File: src/rtl/spi_ram_burst.sv
// SPI-fed command RAM: pointer-set / write / read commands against a single-port word memory.
// Optional build macro SPI_RAM_AUTO_INC_EN: accepted data commands post-increment their pointer.
module spi_ram_burst #(
   parameter int unsigned MEM_DEPTH  = 256,
   parameter int unsigned ADDR_SIZE  = 8,
   parameter int unsigned DATA_WIDTH = 8
) (
   input  logic                  clk,
   input  logic                  rst,
   input  logic [DATA_WIDTH+1:0] din,
   input  logic                  rx_valid,
   output logic [DATA_WIDTH-1:0] dout,
   output logic                  tx_valid,
   output logic                  cmd_err
);

   localparam int unsigned MEM_WORDS = 1 << ADDR_SIZE;

   localparam logic [1:0] CMD_SET_WR = 2'b00;
   localparam logic [1:0] CMD_WRITE  = 2'b01;
   localparam logic [1:0] CMD_SET_RD = 2'b10;
   localparam logic [1:0] CMD_READ   = 2'b11;

   typedef enum logic [1:0] {
      ST_IDLE = 2'd0,
      ST_WR   = 2'd1,
      ST_RD   = 2'd2
   } state_t;

   state_t                state_q, state_d;
   logic [ADDR_SIZE-1:0]  wr_ptr_q, wr_ptr_d;
   logic [ADDR_SIZE-1:0]  rd_ptr_q, rd_ptr_d;
   logic [DATA_WIDTH-1:0] dout_q, dout_d;
   logic                  tx_valid_q, tx_valid_d;
   logic                  cmd_err_q, cmd_err_d;
   logic                  mem_we_c;

   logic [DATA_WIDTH-1:0] mem_q [MEM_WORDS];

   logic [1:0]            cmd_c;
   logic [DATA_WIDTH-1:0] payload_c;
   logic [ADDR_SIZE-1:0]  addr_c;
   logic                  addr_ok_c;

   assign cmd_c     = din[DATA_WIDTH+1:DATA_WIDTH];
   assign payload_c = din[DATA_WIDTH-1:0];
   assign addr_c    = payload_c[ADDR_SIZE-1:0];
   assign addr_ok_c = (32'(addr_c) < MEM_DEPTH);

`ifdef SPI_RAM_AUTO_INC_EN
   // Wraps at the last populated word, not at the pointer width.
   function automatic logic [ADDR_SIZE-1:0] ptr_inc(input logic [ADDR_SIZE-1:0] p);
      return (32'(p) == MEM_DEPTH - 1) ? '0 : p + ADDR_SIZE'(1);
   endfunction
`endif

   // State, pointer and output registers; reset wins over any command.
   always_ff @(posedge clk) begin
      if (rst) begin
         state_q    <= ST_IDLE;
         wr_ptr_q   <= '0;
         rd_ptr_q   <= '0;
         dout_q     <= '0;
         tx_valid_q <= 1'b0;
         cmd_err_q  <= 1'b0;
      end else begin
         state_q    <= state_d;
         wr_ptr_q   <= wr_ptr_d;
         rd_ptr_q   <= rd_ptr_d;
         dout_q     <= dout_d;
         tx_valid_q <= tx_valid_d;
         cmd_err_q  <= cmd_err_d;
      end
   end

   // Memory contents survive reset.
   always_ff @(posedge clk) begin
      if (mem_we_c) begin
         mem_q[wr_ptr_q] <= payload_c;
      end
   end

   // Next state and pointers.
   always_comb begin
      state_d  = state_q;
      wr_ptr_d = wr_ptr_q;
      rd_ptr_d = rd_ptr_q;
      if (rx_valid) begin
         case (cmd_c)
            CMD_SET_WR: begin
               if (addr_ok_c) begin
                  wr_ptr_d = addr_c;
                  state_d  = ST_WR;
               end
            end
            CMD_SET_RD: begin
               if (addr_ok_c) begin
                  rd_ptr_d = addr_c;
                  state_d  = ST_RD;
               end
            end
`ifdef SPI_RAM_AUTO_INC_EN
            CMD_WRITE: begin
               if (state_q == ST_WR) begin
                  wr_ptr_d = ptr_inc(wr_ptr_q);
               end
            end
            CMD_READ: begin
               if (state_q == ST_RD) begin
                  rd_ptr_d = ptr_inc(rd_ptr_q);
               end
            end
`endif
            default: ;
         endcase
      end
   end

   // Outputs and memory write strobe.
   always_comb begin
      dout_d     = dout_q;
      tx_valid_d = 1'b0;
      cmd_err_d  = 1'b0;
      mem_we_c   = 1'b0;
      if (rx_valid && !rst) begin
         case (cmd_c)
            CMD_SET_WR,
            CMD_SET_RD: cmd_err_d = !addr_ok_c;
            CMD_WRITE: begin
               if (state_q == ST_WR) mem_we_c  = 1'b1;
               else                  cmd_err_d = 1'b1;
            end
            CMD_READ: begin
               if (state_q == ST_RD) begin
                  dout_d     = mem_q[rd_ptr_q];
                  tx_valid_d = 1'b1;
               end else begin
                  cmd_err_d  = 1'b1;
               end
            end
            default: ;
         endcase
      end
   end

   assign dout     = dout_q;
   assign tx_valid = tx_valid_q;
   assign cmd_err  = cmd_err_q;

endmodule
File: config.mk
export PLATFORM = sky130hd
export DESIGN_NAME = spi_ram_burst
export DESIGN_NICKNAME = d
export VERILOG_FILES = /design/src/rtl/spi_ram_burst.sv
export SDC_FILE = /design/constraint.sdc
export NUM_CORES = 2
export LEC_CHECK = 0
export CORE_MARGIN = 2
export CORE_UTILIZATION = 45
export CTS_CLUSTER_SIZE = 20
export DETAILED_ROUTE_END_ITERATION = 12
export PLACE_DENSITY = 0.58
export SYNTH_ARGS = -nofsm -noshare
export SYNTH_HDL_FRONTEND = slang
export SYNTH_SLANG_ARGS = --single-unit
File: constraint.sdc
create_clock -name clk -period 6.8 [get_ports clk]
set_input_delay 1.02 -clock clk [delete_from_list [all_inputs] [get_ports clk]]
set_output_delay 1.02 -clock clk [all_outputs]
set_load 0.05 [all_outputs]
-- Word level (Yosys, flattened, before mapping)
Memory sizes are Yosys's and may differ from the RTL's. A register that Yosys moved wholly into a read port is not among the register bits.
Cells that the tools add are included.
- ROM bits: 0
- input bits: 13
- memories kept: 1
- output and inout bits: 10
- latch bits: 0
- RAM bits: 2048
- flip-flop bits (word level): 20
- logic and storage cells: 34
- mux-type cells: 10
- bitwise gates (word level): 2
- reductions and logical operators: 11
- add/sub/neg operators: 0
- eq/ne operators: 5
- div/mod/pow operators: 0
- shift-type cells: 0
- $lt $le $gt $ge: 0
- multiply operators: 0
- memories (memory ; depth ; width ; read ports ; clocked after Yosys merged registers in ; write ports ; RTL line ; source):
    mem_q ; 256 ; 8 ; 1 ; 1 ; 1 ; 38 ; logic [DATA_WIDTH-1:0] mem_q [MEM_WORDS];
- operators by type and width (cell ; count):
    $mux W1 ; 8
    $eq A2 B2 Y1 const B ; 3
    $reduce_and A2 Y1 ; 3
    $eq A2 B1 Y1 const B ; 2
    $pmux W2 S2 ; 1
    $reduce_or A2 Y1 ; 2
    $pmux W1 S3 ; 1
    $reduce_and A3 Y1 ; 1
    $reduce_or A3 Y1 ; 1
    $logic_not A2 Y1 ; 1
    $not A1 Y1 ; 2
    $reduce_bool A2 Y1 ; 1
    $logic_and A1 B1 Y1 ; 1
    $logic_not A1 Y1 ; 1

-- Longest topological paths before layout
- depth after elaboration: 6
- gate-level depth with buffers: 12
- mapped depth without buffers: 7

-- Worst setup path before layout
Ideal clock, no wire load.
- path kind: input to register
- start point: input port rst
- end point: memory mem_q[222][0] (enable)
- buffers on the path: 1
- library setup time: 0.370 ns
- arrival time: 2.614 ns
- path slack: 3.815 ns
- required time: 6.430 ns
- stages: 6
- cell sequence: nand3b_1 > nand2b_1 > nor3b_1 > nand3_1 > clkbuf_1 > nor2_1
- longest elaborated chain between the ends: 5
- ends and longest elaborated chain (what ; RTL line ; source):
    start: declaration ; 9 ; input logic rst,
    $logic_not A1 Y1 ; 125 ; if (rx_valid && !rst) begin
    $logic_and A1 B1 Y1 ; 125 ;
    $mux W1 ; 125 ;
    $mux W1 ; 78 ; if (mem_we_c) begin
    $mux W1 (not written as such) ; 79 ; mem_q[wr_ptr_q] <= payload_c;
    end: declaration ; 38 ;
No other way between the ends.

==> results.txt <==
----------------------------------------------------
[STA]
  Maximum clock frequency ... 207 MHz
  Post-layout min period ... 4.84 ns
  Final-layout setup total negative slack ... 0 ns
  Setup repair after global routing missed its margin ... false
  Max-Slew Margin vs Limit ... 0.0283
  Final period util ... 0.711
  Setup Viol. Count Final ... 0
  Final count of hold timing violations ... 0
  Worst-Margin Slew ... 1.44 ns
  Clock Skew ... 0.0404 ns
  Slew Viols, Final ... 0

[Final layout]
  Commonest non-fill, non-tap cells in the layout ... sky130_fd_sc_hd__edfxtp_1 (2048), sky130_fd_sc_hd__mux4_2 (435), sky130_fd_sc_hd__nor2_1 (306), sky130_fd_sc_hd__mux2i_1 (211), sky130_fd_sc_hd__clkbuf_16 (207)
  Final cell utilization of the core ... 0.506
  Area taken by flip-flops and latches ... 62100 um^2
  Layout cells sized above 1 ... 0.208
  Syn-to-layout area delta ... 11.9%
  Commonest non-fill, non-tap cell in the layout ... sky130_fd_sc_hd__edfxtp_1
  Multi-input gate area ... 17100 um^2
  Number of nets in the layout ... 4021
  Filler instances ... 14098

[Floorplan]
  Number of ports placed on the die boundary ... 23
  Count of standard-cell rows ... 155
  Width of the chip ... 427 um
  Starting density of the core ... 0.452
  Die Span Y ... 427 um
  Die area ... 182000 um^2
  Core Area ... 178000 um^2

[Route]
  Detailed-route DRC error count ... 0
  Via count ... 39922
  Drt wl/cell ... 32.5 um
  Antenna-violating nets left ... 0
  DR vias/cell ... 6.11
  Iteration count of the initial detailed-routing pass ... 8
  Iter 0 DRT Violations ... 4788
  WL final ... 212 mm

[Pwr]
  Internal portion of total power ... 21.0 mW
  Leakage Power ... 26.6 nW
  Switching share of power ... 0.206
  Maximum vdd ir drop ... 260 uV
  Register share of total power ... 0.533
  Clock Power Share ... 0.436
  Power per Cell Area ... 293 nW/um^2
  NetSw ... 5.43 mW
  Combinational power share ... 0.031

[Synth]
  Synth Instances ... 3909
  Post-Syn Nets ... 3922
  Number of distinct library cell variants in the gate-level netlist after synthesis ... 61
  Share of the synthesized area in the top cell type ... 0.763
  Count of warnings emitted by yosys ... 0
  Syn Std Cell Area ... 80600 um^2
  Number of enable flip-flop cells after synthesis ... 2048
  Synthesis-stage register bit count ... 2076
  Biggest area consumer among synthesized cells ... sky130_fd_sc_hd__edfxtp_1
  Most used flip-flop cell after synthesis ... sky130_fd_sc_hd__edfxtp_1
  FFs w/ async S/R, synth ... 0
  Part of the Yosys area used for sequential elements ... 0.770
  Largest cells by area after synthesis ... sky130_fd_sc_hd__edfxtp_1 (76%), sky130_fd_sc_hd__mux4_2 (12%), sky130_fd_sc_hd__mux2i_1 (2.6%), sky130_fd_sc_hd__nor2_1 (1.4%), sky130_fd_sc_hd__dfxtp_1 (0.70%)
  Synth Area per Inst ... 20.6 um^2

[Global routing]
  Initial antenna violation count ... 4
  Maximum number of pins on one net before global-route repair ... 169
  Vias in the first global route ... 40105
  Wire length of the first global-routing pass ... 303 mm
  Gr ovfl total ... 0
  Overall routing resource usage ... 0.234

[Critical path]
  Kind of launch point of the worst setup path ... flop
  Dominant delay contributor by cell family on the critical path ... buffers and inverters
  Worst reg2reg endpoint ... dout[5]$_SDFFE_PP0P_
  Critical path cell sequence ... buf_4 > buf_4 > mux4_2 > a22oi_1 > nand3_1 > a31oi_1 > nor4_1 > a221o_1
  CP max stage delay ... 1.24 ns
  CP endpoint kind ... flop
  Most numerous cell on the critical path ... sky130_fd_sc_hd__buf_4
  Total buffers and inverters traversed by the critical path ... 2
  Cell count of the worst reg-to-reg path ... 8
  Data required time of the critical path ... 7.56 ns
  Kind of critical path ... reg2reg
  Reg-to-Reg Start ... rd_ptr_q[1]$_SDFFE_PP0P_
  Maximum net fanout on the critical path ... 69
  Critical-path top delay cell ... sky130_fd_sc_hd__nor4_1
  Arrival time of the worst setup path ... 5.59 ns
  Worst setup slack for register-to-register paths ... 1.96 ns

[Placement]
  Final weighted congestion in routability-driven placement ... 0.847
  Port Buffers ... 22
  Sum of net half-perimeters after detailed placement ... 128 mm

[Clock tree]
  Number of CTS-inserted buffers ... 204
  CTS sink cnt ... 2076
  TritonCTS clock tree ... built
  CTS root buf ... sky130_fd_sc_hd__clkbuf_16
  Number of gates resized after cts ... 0
  Clock-pin slew on the worst setup and hold paths ... 0.07 ns
  Clk Latency, worst-skew pair ... 0.84 ns
  Post-CTS Repair Setup Buffers ... 0
  Number of buffers on the longest clock path ... 3
  CTS H-Tree Depth ... 4
  Hold buffer count at cts ... 0

[Hold path]
  WHS Endpoint ... state_q[1]$_SDFFE_PP0P_
  WHS Path Cells ... 2
  Worst hold start ... state_q[1]$_SDFFE_PP0P_
  Class of the tightest hold or removal check ... reg2reg

[Run status]
  Result of the run ... finished, final reports clean

[Flow run]
  Maximum capacitance violations ... 0

----------------------------------------------------
-- worst register-to-register path, delay by kind of cell (launching register included) --
kind / cells / cell delay (ns)
buffers and inverters: 2 / 1.66
AOI/OAI and AO/OA: 3 / 0.57
and+or+nand+nor: 2 / 1.47
DFF: 1 / 0.65
muxes: 1 / 0.40
-- sequential cells by signal, indices dropped and copies added (netlist names) --
| name | flops |
|---|---|
| dout | 8 |
| cmd_err | 1 |
| rd_ptr_q | 8 |
| wr_ptr_q | 8 |
| mem_q | 2048 |
| tx_valid | 1 |
| state_q | 2 |
-- power by group through the flow --
| stage | Combinational, mW | Clock [mW] | Sequential [mW] |
|---|---|---|---|
| after floorplan | 0.391 | 0 | 14.3 |
| after global placement | 0.815 | 0 | 14.3 |
| after detailed placement | 0.820 | 0 | 14.3 |
| after CTS | 0.820 | 11.7 | 14.1 |
| after global routing | 0.853 | 12.2 | 14.1 |
| final | 0.809 | 11.5 | 14.1 |
-- Yosys cell counts, types with 3 or more instances --
| library cell | number |
|---|---|
| sky130_fd_sc_hd__buf_6 | 38 |
| sky130_fd_sc_hd__mux2_2 | 10 |
| sky130_fd_sc_hd__mux4_2 | 435 |
| sky130_fd_sc_hd__clkbuf_1 | 100 |
| sky130_fd_sc_hd__nand4_1 | 6 |
| sky130_fd_sc_hd__o21bai_1 | 3 |
| sky130_fd_sc_hd__nor3b_1 | 3 |
| sky130_fd_sc_hd__o221ai_1 | 38 |
| sky130_fd_sc_hd__nor2b_1 | 13 |
| sky130_fd_sc_hd__o211ai_1 | 4 |
| sky130_fd_sc_hd__nand3_1 | 52 |
| sky130_fd_sc_hd__nor3_1 | 28 |
| sky130_fd_sc_hd__a211oi_1 | 18 |
| sky130_fd_sc_hd__a32oi_1 | 7 |
| sky130_fd_sc_hd__nand2b_1 | 5 |
| sky130_fd_sc_hd__o22a_1 | 5 |
| sky130_fd_sc_hd__o22ai_1 | 83 |
| sky130_fd_sc_hd__nor4_1 | 11 |
| sky130_fd_sc_hd__buf_8 | 8 |
| sky130_fd_sc_hd__a41oi_1 | 4 |
| sky130_fd_sc_hd__a2111oi_0 | 21 |
| sky130_fd_sc_hd__buf_4 | 23 |
| sky130_fd_sc_hd__mux2i_1 | 211 |
| sky130_fd_sc_hd__buf_2 | 39 |
| sky130_fd_sc_hd__a22o_1 | 9 |
| sky130_fd_sc_hd__or3_1 | 5 |
| sky130_fd_sc_hd__dfxtp_1 | 28 |
| sky130_fd_sc_hd__a31oi_1 | 22 |
| sky130_fd_sc_hd__and2_1 | 9 |
| sky130_fd_sc_hd__a21oi_1 | 44 |
| sky130_fd_sc_hd__edfxtp_1 | 2048 |
| sky130_fd_sc_hd__o21ai_1 | 6 |
| sky130_fd_sc_hd__a211o_1 | 6 |
| sky130_fd_sc_hd__o21ai_0 | 27 |
| sky130_fd_sc_hd__nand2_1 | 138 |
| sky130_fd_sc_hd__nor2_1 | 307 |
| sky130_fd_sc_hd__nand3b_1 | 4 |
| sky130_fd_sc_hd__a22oi_1 | 34 |
| sky130_fd_sc_hd__a221oi_1 | 9 |
| sky130_fd_sc_hd__buf_1 | 12 |
| sky130_fd_sc_hd__buf_12 | 7 |
-- area by class of cell --
type / count / share of cell area
multi-input combinational: 1604 / 0.189
inverter: 2 / 0.000139
tap: 2355 / 0.0327
clock inverter: 142 / 0.0172
sequential: 2076 / 0.688
antenna: 1 / 0.0000278
clock buffer: 237 / 0.0587
timing repair buffer: 120 / 0.0135
-- through the flow --
| stage | worst slack (ns) | total power [mW] | hold slack [ns] | std cells | instance area, um^2 |
|---|---|---|---|---|---|
| 6_report | 1.96 | 26.4 | 0.485 | 6537 | 90200 |
| 5_1_grt | 1.95 | 27.1 | 0.498 | 6537 | 90200 |
| 4_1_cts | 2.03 | 26.6 | 0.481 | 6536 | 90200 |
| 3_5_place_dp | 1.86 | 15.2 | 0.472 | 6157 | 83300 |
| 3_3_place_gp | 1.90 | 15.2 | 0.470 | 6157 | 83300 |
| 2_1_floorplan | 3.82 | 14.7 | 0.445 | 3909 | 80600 |
-- per-layer routing --
metal	routed length (um)	up-vias	share of wire	track usage
met4	6980	4	0.033	0.0762
met5	27	-	0.00013	0
met2	99800	1864	0.47	0.364
met1	89900	21256	0.42	0.342
met3	15500	339	0.073	0.0360
li1	-	16459	-	-
-- how the worst max path moves through the flow --
stage	cells after the start	end	start
after floorplan	6	mem_q[222][0]$_DFFE_PP_	rst
after global placement	8	mem_q[28][4]$_DFFE_PP_	rst
after detailed placement	8	mem_q[226][1]$_DFFE_PP_	rst
after CTS	8	dout[5]$_SDFFE_PP0P_	rd_ptr_q[1]$_SDFFE_PP0P_
after global routing	9	dout[5]$_SDFFE_PP0P_	rd_ptr_q[1]$_SDFFE_PP0P_
final	8	dout[5]$_SDFFE_PP0P_	rd_ptr_q[1]$_SDFFE_PP0P_
-- cell families (layout without fill, tap and decap cells) --
family | count (synthesis) | count (layout) | synth area share
AND/OR/NAND/NOR | 594 | 594 | 0.0314
buffers and inverters | 229 | 501 | 0.0184
flip-flops | 2076 | 2076 | 0.770
multiplexers | 658 | 658 | 0.149
other | 0 | 1 | 0
AO/OA/AOI/OAI | 352 | 352 | 0.0305
Note: power is estimated with default switching activity, not from simulation.
